==> src/rtl/ser2pal_multi.sv <==
`default_nettype none
// ============================================================================
// Module   : ser2pal_multi
// Purpose  : 1..N lane serial-to-parallel converter with valid/ready output.
//            Per-frame even parity is enabled by defining SER2PAL_MULTI_PARITY_EN.
// Revision : 1.0
// ============================================================================
module ser2pal_multi #(
  parameter int WIDTH     = 8,
  parameter int LANES     = 1,
  parameter bit MSB_FIRST = 1'b1
) (
  input  logic             clka,
  input  logic             rst,
  input  logic [LANES-1:0] din,
  input  logic             wr_n,
  output logic [WIDTH-1:0] dout,
  output logic             dout_vld,
  input  logic             dout_rdy,
  output logic             ovf,
  output logic             frame_err,
  output logic             parity_err
);

  localparam int               BEATS     = WIDTH / LANES;
  localparam int               CNT_W     = (BEATS > 1) ? $clog2(BEATS) : 1;
  localparam logic [CNT_W-1:0] LAST_BEAT = CNT_W'(BEATS - 1);

`ifdef SER2PAL_MULTI_PARITY_EN
  typedef enum logic [1:0] {
    ST_IDLE = 2'd0,
    ST_DATA = 2'd1,
    ST_PAR  = 2'd2
  } state_t;
`else
  typedef enum logic [0:0] {
    ST_IDLE = 1'b0,
    ST_DATA = 1'b1
  } state_t;
`endif

  state_t           r_state;
  logic [CNT_W-1:0] r_cnt;
  logic [WIDTH-1:0] r_shreg;
  logic [WIDTH-1:0] r_dout;
  logic             r_dout_vld;
  logic             r_ovf;
  logic             r_frame_err;

  logic [WIDTH-1:0] w_word;
  logic [WIDTH-1:0] w_done_word;
  logic             w_last;
  logic             w_complete;
  logic             w_load;

  // The shift register is all-zero whenever a frame starts, so inserting the
  // current beat into it yields the partial word directly.
  generate
    if (MSB_FIRST) begin : g_msb_first
      always_comb begin
        w_word = r_shreg;
        for (int k = 0; k < BEATS; k++) begin
          if (r_cnt == CNT_W'(k)) begin
            w_word[WIDTH-1-k*LANES -: LANES] = din;
          end
        end
      end
    end else begin : g_lsb_first
      always_comb begin
        w_word = r_shreg;
        for (int k = 0; k < BEATS; k++) begin
          if (r_cnt == CNT_W'(k)) begin
            w_word[k*LANES +: LANES] = din;
          end
        end
      end
    end
  endgenerate

  assign w_last = (r_cnt == LAST_BEAT);

`ifdef SER2PAL_MULTI_PARITY_EN
  logic r_parity_err;
  logic w_par_hit;
  logic w_par_bad;

  assign w_par_hit   = !wr_n && (r_state == ST_PAR);
  assign w_par_bad   = w_par_hit && (din[0] != ^r_shreg);
  assign w_complete  = w_par_hit && (din[0] == ^r_shreg);
  assign w_done_word = r_shreg;
  assign parity_err  = r_parity_err;
`else
  assign w_complete  = !wr_n && w_last;
  assign w_done_word = w_word;
  assign parity_err  = 1'b0;
`endif

  // A finished word may replace the held one only if it leaves this same edge.
  assign w_load = w_complete && (!r_dout_vld || dout_rdy);

  always_ff @(posedge clka) begin
    if (rst) begin
      r_state      <= ST_IDLE;
      r_cnt        <= '0;
      r_shreg      <= '0;
      r_dout       <= '0;
      r_dout_vld   <= 1'b0;
      r_ovf        <= 1'b0;
      r_frame_err  <= 1'b0;
`ifdef SER2PAL_MULTI_PARITY_EN
      r_parity_err <= 1'b0;
`endif
    end else begin
      r_ovf        <= w_complete && r_dout_vld && !dout_rdy;
      r_frame_err  <= wr_n && (r_state != ST_IDLE);
`ifdef SER2PAL_MULTI_PARITY_EN
      r_parity_err <= w_par_bad;
`endif

      if (w_load) begin
        r_dout     <= w_done_word;
        r_dout_vld <= 1'b1;
      end else if (dout_rdy) begin
        r_dout_vld <= 1'b0;
      end

      if (wr_n) begin
        r_state <= ST_IDLE;
        r_cnt   <= '0;
        r_shreg <= '0;
`ifdef SER2PAL_MULTI_PARITY_EN
      end else if (r_state == ST_PAR) begin
        // Parity beat ends the frame whether it matched or not.
        r_state <= ST_IDLE;
        r_cnt   <= '0;
        r_shreg <= '0;
`endif
      end else if (w_last) begin
        r_cnt   <= '0;
`ifdef SER2PAL_MULTI_PARITY_EN
        r_state <= ST_PAR;
        r_shreg <= w_word;
`else
        r_state <= ST_IDLE;
        r_shreg <= '0;
`endif
      end else begin
        r_cnt   <= r_cnt + CNT_W'(1);
        r_state <= ST_DATA;
        r_shreg <= w_word;
      end
    end
  end

  assign dout      = r_dout;
  assign dout_vld  = r_dout_vld;
  assign ovf       = r_ovf;
  assign frame_err = r_frame_err;

endmodule
`default_nettype wire

==> config.mk <==
export PLATFORM = sky130hd
export DESIGN_NAME = ser2pal_multi
export DESIGN_NICKNAME = d
export VERILOG_FILES = /design/src/rtl/ser2pal_multi.sv
export SDC_FILE = /design/constraint.sdc
export NUM_CORES = 1
export LEC_CHECK = 0
export ABC_AREA = 1
export CAP_MARGIN = 20
export CORE_ASPECT_RATIO = 0.75
export CORE_MARGIN = 4
export CORE_UTILIZATION = 52
export CTS_BUF_LIST = sky130_fd_sc_hd__clkbuf_16
export DETAILED_ROUTE_END_ITERATION = 12
export PLACE_DENSITY_LB_ADDON = 0.05
export SYNTH_ARGS = -nofsm -noshare
export SYNTH_HDL_FRONTEND = slang
export SYNTH_SLANG_ARGS = --single-unit
==> constraint.sdc <==
create_clock -name clka -period 2.3 [get_ports clka]
set_clock_uncertainty 0.1 [all_clocks]
set_input_delay 0.69 -clock clka [delete_from_list [all_inputs] [get_ports clka]]
set_output_delay 0.69 -clock clka [all_outputs]
set_load 0.01 [all_outputs]
== Word-level counts from Yosys, hierarchy flattened ==
Cells that the tools add are included.
Storage, ports and cells
  flip-flop bits (word level): 23
  input bits: 5
  logic and storage cells: 39
Operators by class
  add/sub/neg operators: 1
  equal/unequal tests: 7
  mux-type cells: 11
  reductions and logical operators: 13
Operator list (number)
  $eq 3x3->1 const B: 4
  $mux 1: 11
  $eq 3x2->1 const B: 2
  $logic_and 1x1->1: 5
  $add 3x1->3 const B: 1
  $eq 3x1->1 const B: 1
  $logic_not 1->1: 3
  $logic_not 3->1: 1
  $reduce_or 3->1: 1
  $reduce_bool 2->1: 1
  $reduce_or 2->1: 1
  $logic_or 1x1->1: 1

== Depth between registers and ports, before layout ==
Gate-level depths: netlist of run 1.
  depth in word-level cells: 4
  gate-level depth with buffers: 9
  depth with buffers taken out: 8

== Least setup slack after synthesis of run 1 ==
No wires, ideal clock.
  kind: register to register
  from: register r_cnt[0]
  to: register r_dout[1] (netlist: dout[1])
  library setup time: 0.113 ns
  arrival time: 1.186 ns
  required time: 2.087 ns
  slack: 0.902 ns
  cell stages (with the launch flop): 9
  cells stage by stage: dfxtp_1 -> ha_1 -> ha_1 -> inv_2 -> nor2_2 -> nand2_2 -> buf_6 -> nor2_1 -> nor2_1
On the way
  cells in the longest elaborated chain, start to end: 3
  elaborated cells on any way between the ends: 5
  classes of those cells: eq/ne (2); mux (1); reduce/logical (2)
RTL lines
  from (decl): line 43  | logic [CNT_W-1:0] r_cnt;
  from (signal assigned): line 148  | r_cnt <= r_cnt + CNT_W'(1);
  $eq 3x3->1: line 80  | assign w_last = (r_cnt == LAST_BEAT);
  $logic_and 1x1->1: line 93  | assign w_complete = !wr_n && w_last;
  $logic_and 1x1->1: line 99  | assign w_load = w_complete && (!r_dout_vld || dout_rdy);
  to (signal assigned): line 121  | r_dout <= w_done_word;
  to (decl): line 45  | logic [WIDTH-1:0] r_dout;
Parallel ways exist; a longest one is shown, timed or not.
A chain may end at the register's enable or synchronous reset.

== Worst setup path in the final report of run 1 ==
  from: register r_dout_vld (netlist: dout_vld)
  to: output dout_vld
RTL lines
  from (decl): line 46  | logic r_dout_vld;
  from (signal assigned): line 107  | r_dout_vld <= 1'b0;
  from (signal assigned): line 122  | r_dout_vld <= 1'b1;
  from (signal assigned): line 124  | r_dout_vld <= 1'b0;
  to (decl): line 18  | output logic dout_vld,
No word-level cell between the ends.

==> results.sh, run 1 <==
export IMPL_final_max_slew_viol_count=0
export IMPL_die_width_um=58.2
export IMPL_regToRegStartpoint="r_cnt[0]"
export IMPL_cts_setup_buffers=0
export IMPL_min_path_type="flip-flop to flip-flop"
export IMPL_detailedPlacementHpwl_um=1270
export IMPL_first_global_vias=741
export IMPL_post_cts_resized_instances=0
export IMPL_gp_congestion=0.778
export IMPL_worst_hold_slack_ns=0.323
export IMPL_grt_util_all_layers=0.166
export IMPL_ys_warnings_count=0
export IMPL_initial_antenna_violation_count=0
export IMPL_synthToLayoutAreaGrowth_pct=23.7
export IMPL_design_final_nets=167
export IMPL_ys_seq_elements=23
export IMPL_ant_nets=0
export IMPL_antenna_cells_inserted=0
export IMPL_place_port_buffers=15
export IMPL_ys_seq_area_frac=0.469
export IMPL_dieHeight_um=45.6
export IMPL_tritoncts_num_buffers=3
export IMPL_placeableCoreArea_um2=1760
export IMPL_hold_buffers=0
export IMPL_timing_critical_path_from_type="flip-flop"
export IMPL_finalSetupTns_ns=0
export IMPL_postSynthNetCount=150
export IMPL_first_pass_grt_wire_length_um=3170
export IMPL_run_status="finished clean"
export IMPL_worstHoldPathCells=2
export IMPL_critPathSlowestCell="sky130_fd_sc_hd__clkdlybuf4s50_1"
export IMPL_detailroute_via_count=823
export IMPL_cp_data_required_time_ns=1.51
export IMPL_cp_depth=1
export IMPL_power_ir_vdd_worst_uv=513
export IMPL_synth_simple_area_share=0.315
export IMPL_r2r_setup_slack_ns=0.76
export IMPL_maxClockFrequency_mhz=520
export IMPL_post_synth_num_cell_types=15
export IMPL_cts_clk_slew_worst_paths_ns=0.06
export IMPL_power_density_normalized_to_cell_area_nw_per_um2=663
export IMPL_setup_repair_after_global_routing_missed_its_margin="false"
export IMPL_setup_violations=0
export IMPL_total_clock_sinks=23
export IMPL_synth_mux_area_frac=0
export IMPL_worstPathArrival_ns=1.13
export IMPL_floorplan_initialDensity=0.559
export IMPL_cp_end_kind="output pin"
export IMPL_max_clock_path_buffers=2
export IMPL_finalWirelength_um=1840
export IMPL_syn_avg_cell_area_um2=7.07
export IMPL_detail_route_first_pass_iterations=4
export IMPL_critPathTopFamily="buffers and inverters"
export IMPL_synth_top_family_by_area="simple AND/OR/NAND/NOR gates"
export IMPL_io_pins=17
export IMPL_area_used_by_multi_input_combinational_logic_um2=423
export IMPL_post_route_period_util=0.837
export IMPL_cp_max_fo=3
export IMPL_crit_buf_inv=1
export IMPL_n_fill_cell=142
export IMPL_std_cell_rows=13
export IMPL_cts_root_buf="sky130_fd_sc_hd__clkbuf_16"
export IMPL_drc=0
export IMPL_critical_path_reg2reg_endpoint="r_cnt[2]"
export IMPL_post_drt_wl_per_cell_um=10.4
export IMPL_crit_chain="clkdlybuf4s50_1"
export IMPL_number_of_hold_slack_violations_in_the_final_timing_report=0
export IMPL_crit_type="flip-flop to output pin"
export IMPL_synth_compound_area_share=0.0357
export IMPL_min_period_ns=1.92
export IMPL_maxCapViolations=0
export IMPL_dieArea_um2=2660
export IMPL_fraction_of_layout_instances_using_a_drive_strength_above_1=0.0387
export IMPL_synthXorXnorAreaFrac=0
export IMPL_cts_tree="yes"
export IMPL_drt_first_iter_violations=17
export IMPL_worst_r2r_path_depth=5
export IMPL_power_static_leakage_nw=0.580
export IMPL_synthCells=139
export IMPL_total_area_of_sequential_cells_um2=460
export IMPL_synthAdderAreaFrac=0.0764
export IMPL_globalRoute_totalOverflow=0
export IMPL_vias_per_cell=4.65
export IMPL_min_delay_worst_endpoint="frame_err"
export IMPL_syn_area_um2=982
export IMPL_holdCritStartpoint="r_state"
export IMPL_h_tree_levels=1
export IMPL_timing_critical_path_slowest_cell_delay_ns=0.54
export IMPL_grt_start_max_net_pins=13
export IMPL_clkLatencyLatePin_ns=0.25
[worst reg2reg max path: stages, from the launching register on]
cell	delay, ns
sky130_fd_sc_hd__dfxtp_1	0.38
sky130_fd_sc_hd__ha_1	0.20
sky130_fd_sc_hd__ha_1	0.24
sky130_fd_sc_hd__inv_2	0.07
sky130_fd_sc_hd__nand2_1	0.32
sky130_fd_sc_hd__nor2_1	0.10
[sequential cells by signal, summed over array words and instances, names as in the netlist]
register and flops:
ovf 1, dout_vld 1, r_state 1, frame_err 1
r_cnt 3, r_shreg 8, dout 8
[Yosys cell counts]
master	number	area share
sky130_fd_sc_hd__inv_2	1	0.0038
sky130_fd_sc_hd__a21oi_1	6	0.031
sky130_fd_sc_hd__nand2_1	45	0.17
sky130_fd_sc_hd__nor2_2	1	0.0064
sky130_fd_sc_hd__ha_1	6	0.076
sky130_fd_sc_hd__buf_2	1	0.0051
sky130_fd_sc_hd__buf_6	1	0.011
sky130_fd_sc_hd__nand2_2	1	0.0064
sky130_fd_sc_hd__o21ai_0	1	0.0051
sky130_fd_sc_hd__conb_1	1	0.0038
sky130_fd_sc_hd__nand3_1	6	0.031
sky130_fd_sc_hd__nor2_1	26	0.099
sky130_fd_sc_hd__dfxtp_1	23	0.47
sky130_fd_sc_hd__buf_4	1	0.0076
sky130_fd_sc_hd__inv_1	19	0.073
[logic make-up (layout without fill, tap and decap cells)]
family / Yosys count / in the layout
and+or+nand+nor: 79 / 79
DFF: 23 / 23
buffers and inverters: 23 / 39
AOI/OAI and AO/OA: 7 / 7
adders and majority gates: 6 / 6
other: 1 / 1
[worst max path at each step]
stage	startpoint	to	slack (ns)
after floorplan	r_cnt[0]	dout[1]	0.90
after CTS	dout_vld	dout_vld	0.37
after global routing	dout_vld	dout_vld	0.33
final	dout_vld	dout_vld	0.38
after detailed placement	wr_n	r_shreg[6]	0.32
after global placement	wr_n	r_shreg[6]	0.38
[through the flow]
stage	area [µm²]	utilization	worst slack, ns	std cells	power [W]
after floorplan	982	-	0.902	139	0.000436
after global placement	1140	0.647	0.379	173	0.000449
after detailed placement	1140	0.647	0.318	173	0.000451
after CTS	1210	0.692	0.369	177	0.000817
after global routing	1210	0.692	0.329	177	0.000840
final	1210	0.692	0.376	177	0.000806
[where the power goes]
group | leakage [nW] | internal, W | switching (W)
clock network | 0.0423 | 0.000232 | 0.000132
logic | 0.352 | 0.0000147 | 0.0000225
registers | 0.186 | 0.000403 | 0.00000252
[area by class of cell]
cell class              instances  share of cell area
multi-input cells              93               0.348
inverters                      20              0.0618
clock buffers                   3              0.0618
flip-flops and latches         23               0.379
repair buffers                 15               0.124
clock inverters                 1             0.00309
well taps                      22              0.0227
[routing by layer]
metal | GRT usage | up-vias | routed length, µm
met5 | 0 | - | 0
met4 | 0.0556 | 0 | 21
met3 | 0.0595 | 5 | 110
met2 | 0.284 | 20 | 879
met1 | 0.195 | 358 | 832
li1 | - | 440 | -
[placed cells by master, fill, tap and decap left out]
cell / instances
sky130_fd_sc_hd__nand3_1: 6
sky130_fd_sc_hd__dfxtp_1: 23
sky130_fd_sc_hd__ha_1: 6
sky130_fd_sc_hd__nand2_1: 45
sky130_fd_sc_hd__inv_1: 20
sky130_fd_sc_hd__clkdlybuf4s50_1: 15
sky130_fd_sc_hd__conb_1: 1
sky130_fd_sc_hd__o21ai_0: 1
sky130_fd_sc_hd__nand2_2: 1
sky130_fd_sc_hd__a21oi_1: 6
sky130_fd_sc_hd__clkbuf_16: 3
sky130_fd_sc_hd__inv_2: 1
sky130_fd_sc_hd__nor2_1: 26
sky130_fd_sc_hd__nor2_2: 1
Note: power is estimated with default switching activity, not from simulation.
==> inputs of run 2 (changes only) <==
CORE_UTILIZATION = 50   (was 52)
clock period = 1.8 ns   (was 2.3 ns; I/O delays follow)
==> run 2 against run 1 <==
  * Critical endpoint is now dout[1]
  * Global-route usage is 2.5 points lower
  * Count of clock-buffer cells in the layout stayed put
  * Critical path depth did not move
  * Setup slack lost 0.33 ns
  * Via count down 3.6%
  * Cell area increased by 0.93%
  * Hold slack improved by 0.017 ns
  * Die area grew 3.4%
==> results.sh, run 2 (same netlist as run 1, synthesis figures left out) <==
export IMPL_run_status="finished clean"
export IMPL_setup_violations=0
export IMPL_drt_first_iter_violations=12
export IMPL_timing_critical_path_from_type="flip-flop"
export IMPL_worstHoldPathCells=2
export IMPL_timing_critical_path_slowest_cell_delay_ns=0.54
export IMPL_critical_path_reg2reg_endpoint="r_shreg[6]"
export IMPL_gp_congestion=0.800
export IMPL_crit_chain="clkdlybuf4s50_1"
export IMPL_power_density_normalized_to_cell_area_nw_per_um2=847
export IMPL_final_core_util=0.685
export IMPL_first_pass_grt_wire_length_um=2730
export IMPL_cts_clk_slew_worst_paths_ns=0.06
export IMPL_cp_data_required_time_ns=1.16
export IMPL_finalWirelength_um=1680
export IMPL_detailedPlacementHpwl_um=1200
export IMPL_grt_util_all_layers=0.140
export IMPL_total_clock_sinks=23
export IMPL_cts_setup_buffers=0
export IMPL_globalRoute_totalOverflow=0
export IMPL_finalSetupTns_ns=0
export IMPL_power_static_leakage_nw=0.603
export IMPL_drc=0
export IMPL_initial_antenna_violation_count=0
export IMPL_number_of_hold_slack_violations_in_the_final_timing_report=0
export IMPL_critPathSlowestCell="sky130_fd_sc_hd__clkdlybuf4s50_1"
export IMPL_p_int_w=0.000833
export IMPL_min_path_type="flip-flop to flip-flop"
export IMPL_clkLatencyLatePin_ns=0.25
export IMPL_comb_power_share=0.047
export IMPL_dieHeight_um=46.4
export IMPL_cp_max_fo=2
export IMPL_r2r_setup_slack_ns=0.25
export IMPL_setup_repair_after_global_routing_missed_its_margin="false"
export IMPL_pwr_share_clk=0.455
export IMPL_antenna_cells_inserted=0
export IMPL_place_port_buffers=15
export IMPL_first_global_vias=620
export IMPL_io_pins=17
export IMPL_detail_route_first_pass_iterations=4
export IMPL_fraction_of_layout_instances_using_a_drive_strength_above_1=0.0513
export IMPL_maxClockFrequency_mhz=570
export IMPL_tritoncts_num_buffers=3
export IMPL_mostFrequentLayoutCell="sky130_fd_sc_hd__nand2_1"
export IMPL_hold_buffers=0
export IMPL_min_period_ns=1.76
export IMPL_placeableCoreArea_um2=1790
export IMPL_min_delay_worst_endpoint="frame_err"
export IMPL_ant_nets=0
export IMPL_place_ws_ns=-0.0164
export IMPL_detailroute_via_count=793
export IMPL_floorplan_initialDensity=0.549
export IMPL_max_clock_path_buffers=2
export IMPL_power_ir_vdd_worst_uv=916
export IMPL_crit_buf_inv=1
export IMPL_cts_tree="yes"
export IMPL_holdCritStartpoint="r_state"
export IMPL_power_share_sequential=0.499
export IMPL_crit_type="flip-flop to output pin"
export IMPL_synthToLayoutAreaGrowth_pct=24.8
export IMPL_worst_hold_slack_ns=0.340
export IMPL_total_power_w=0.00104
export IMPL_worst_r2r_path_depth=5
export IMPL_critPathTopFamily="buffers and inverters"
export IMPL_h_tree_levels=1
export IMPL_maxCapViolations=0
export IMPL_vias_per_cell=4.46
export IMPL_switching_share=0.198
export IMPL_die_width_um=59.2
export IMPL_final_cell_mix="sky130_fd_sc_hd__nand2_1 (45), sky130_fd_sc_hd__nor2_1 (26), sky130_fd_sc_hd__dfxtp_1 (23)"
export IMPL_post_drt_wl_per_cell_um=9.44
export IMPL_std_cell_rows=13
export IMPL_area_used_by_multi_input_combinational_logic_um2=423
export IMPL_post_route_period_util=0.976
export IMPL_grt_start_max_net_pins=14
export IMPL_worstPathArrival_ns=1.12
export IMPL_total_area_of_sequential_cells_um2=460
export IMPL_cts_root_buf="sky130_fd_sc_hd__clkbuf_16"
export IMPL_final_max_slew_viol_count=0
export IMPL_design_final_nets=168
export IMPL_dieArea_um2=2740
export IMPL_layout_setup_ws_ns=0.0441
export IMPL_power_switching_w=0.000206
export IMPL_cp_end_kind="output pin"
export IMPL_n_fill_cell=173
export IMPL_regToRegStartpoint="r_cnt[0]"
-- run 2: cell types whose count changed in the layout (fill, tap and decap cells not counted) --
| cell | before | now |
|---|---|---|
| sky130_fd_sc_hd__dlymetal6s2s_1 | 0 | 1 |
| sky130_fd_sc_hd__buf_4 | 0 | 1 |
| sky130_fd_sc_hd__clkdlybuf4s50_1 | 15 | 14 |
| sky130_fd_sc_hd__inv_1 | 20 | 19 |
| sky130_fd_sc_hd__clkinv_2 | 0 | 1 |
-- run 2: layout make-up --
cell class                      instances  share of cell area
Tap cell                               22              0.0224
Inverter                               20              0.0612
Timing Repair Buffer                   16               0.131
Sequential cell                        23               0.376
Multi-Input combinational cell         93               0.345
Clock buffer                            3              0.0612
Clock inverter                          1             0.00408
-- run 2: worst reg2reg max path, cell delays in order (launching register included) --
cell                      delay, ns
sky130_fd_sc_hd__dfxtp_1       0.34
sky130_fd_sc_hd__ha_1          0.23
sky130_fd_sc_hd__ha_1          0.24
sky130_fd_sc_hd__inv_2         0.09
sky130_fd_sc_hd__nand2_1       0.25
sky130_fd_sc_hd__a21oi_1       0.22
-- run 2: timing repair --
action / CTS / global route
endpoints found under the hold margin: 0 / 0
endpoints found under the setup margin: 0 / 1
resized for setup: 0 / 1
-- run 2: worst max path at each step --
stage,start,to,cells after the start
finish,dout[1],dout[1],1
global route,dout[4],dout[4],1
global placement,wr_n,r_shreg[3],4
detailed placement,wr_n,r_shreg[6],4
floorplan,r_cnt[0],dout[1],8
CTS,dout_vld,dout_vld,1
-- run 2: routing by layer --
metal | routed length [µm] | GRT usage
met1 | 849 | 0.178
met2 | 715 | 0.211
met3 | 98 | 0.0588
met4 | 18 | 0.0543
met5 | 0 | 0
-- run 2: power groups by stage --
stage | Combinational (W) | Clock [W] | Sequential (W)
finish | 0.0000485 | 0.000472 | 0.000518
global route | 0.0000554 | 0.000508 | 0.000519
CTS | 0.0000487 | 0.000487 | 0.000518
detailed placement | 0.0000481 | 0 | 0.000529
global placement | 0.0000470 | 0 | 0.000529
floorplan | 0.0000286 | 0 | 0.000529
-- run 2: metrics by stage --
stage	area, µm²	instances
after detailed placement	1140	174
after global routing	1230	178
after floorplan	982	139
after global placement	1140	174
final	1230	178
after CTS	1220	178
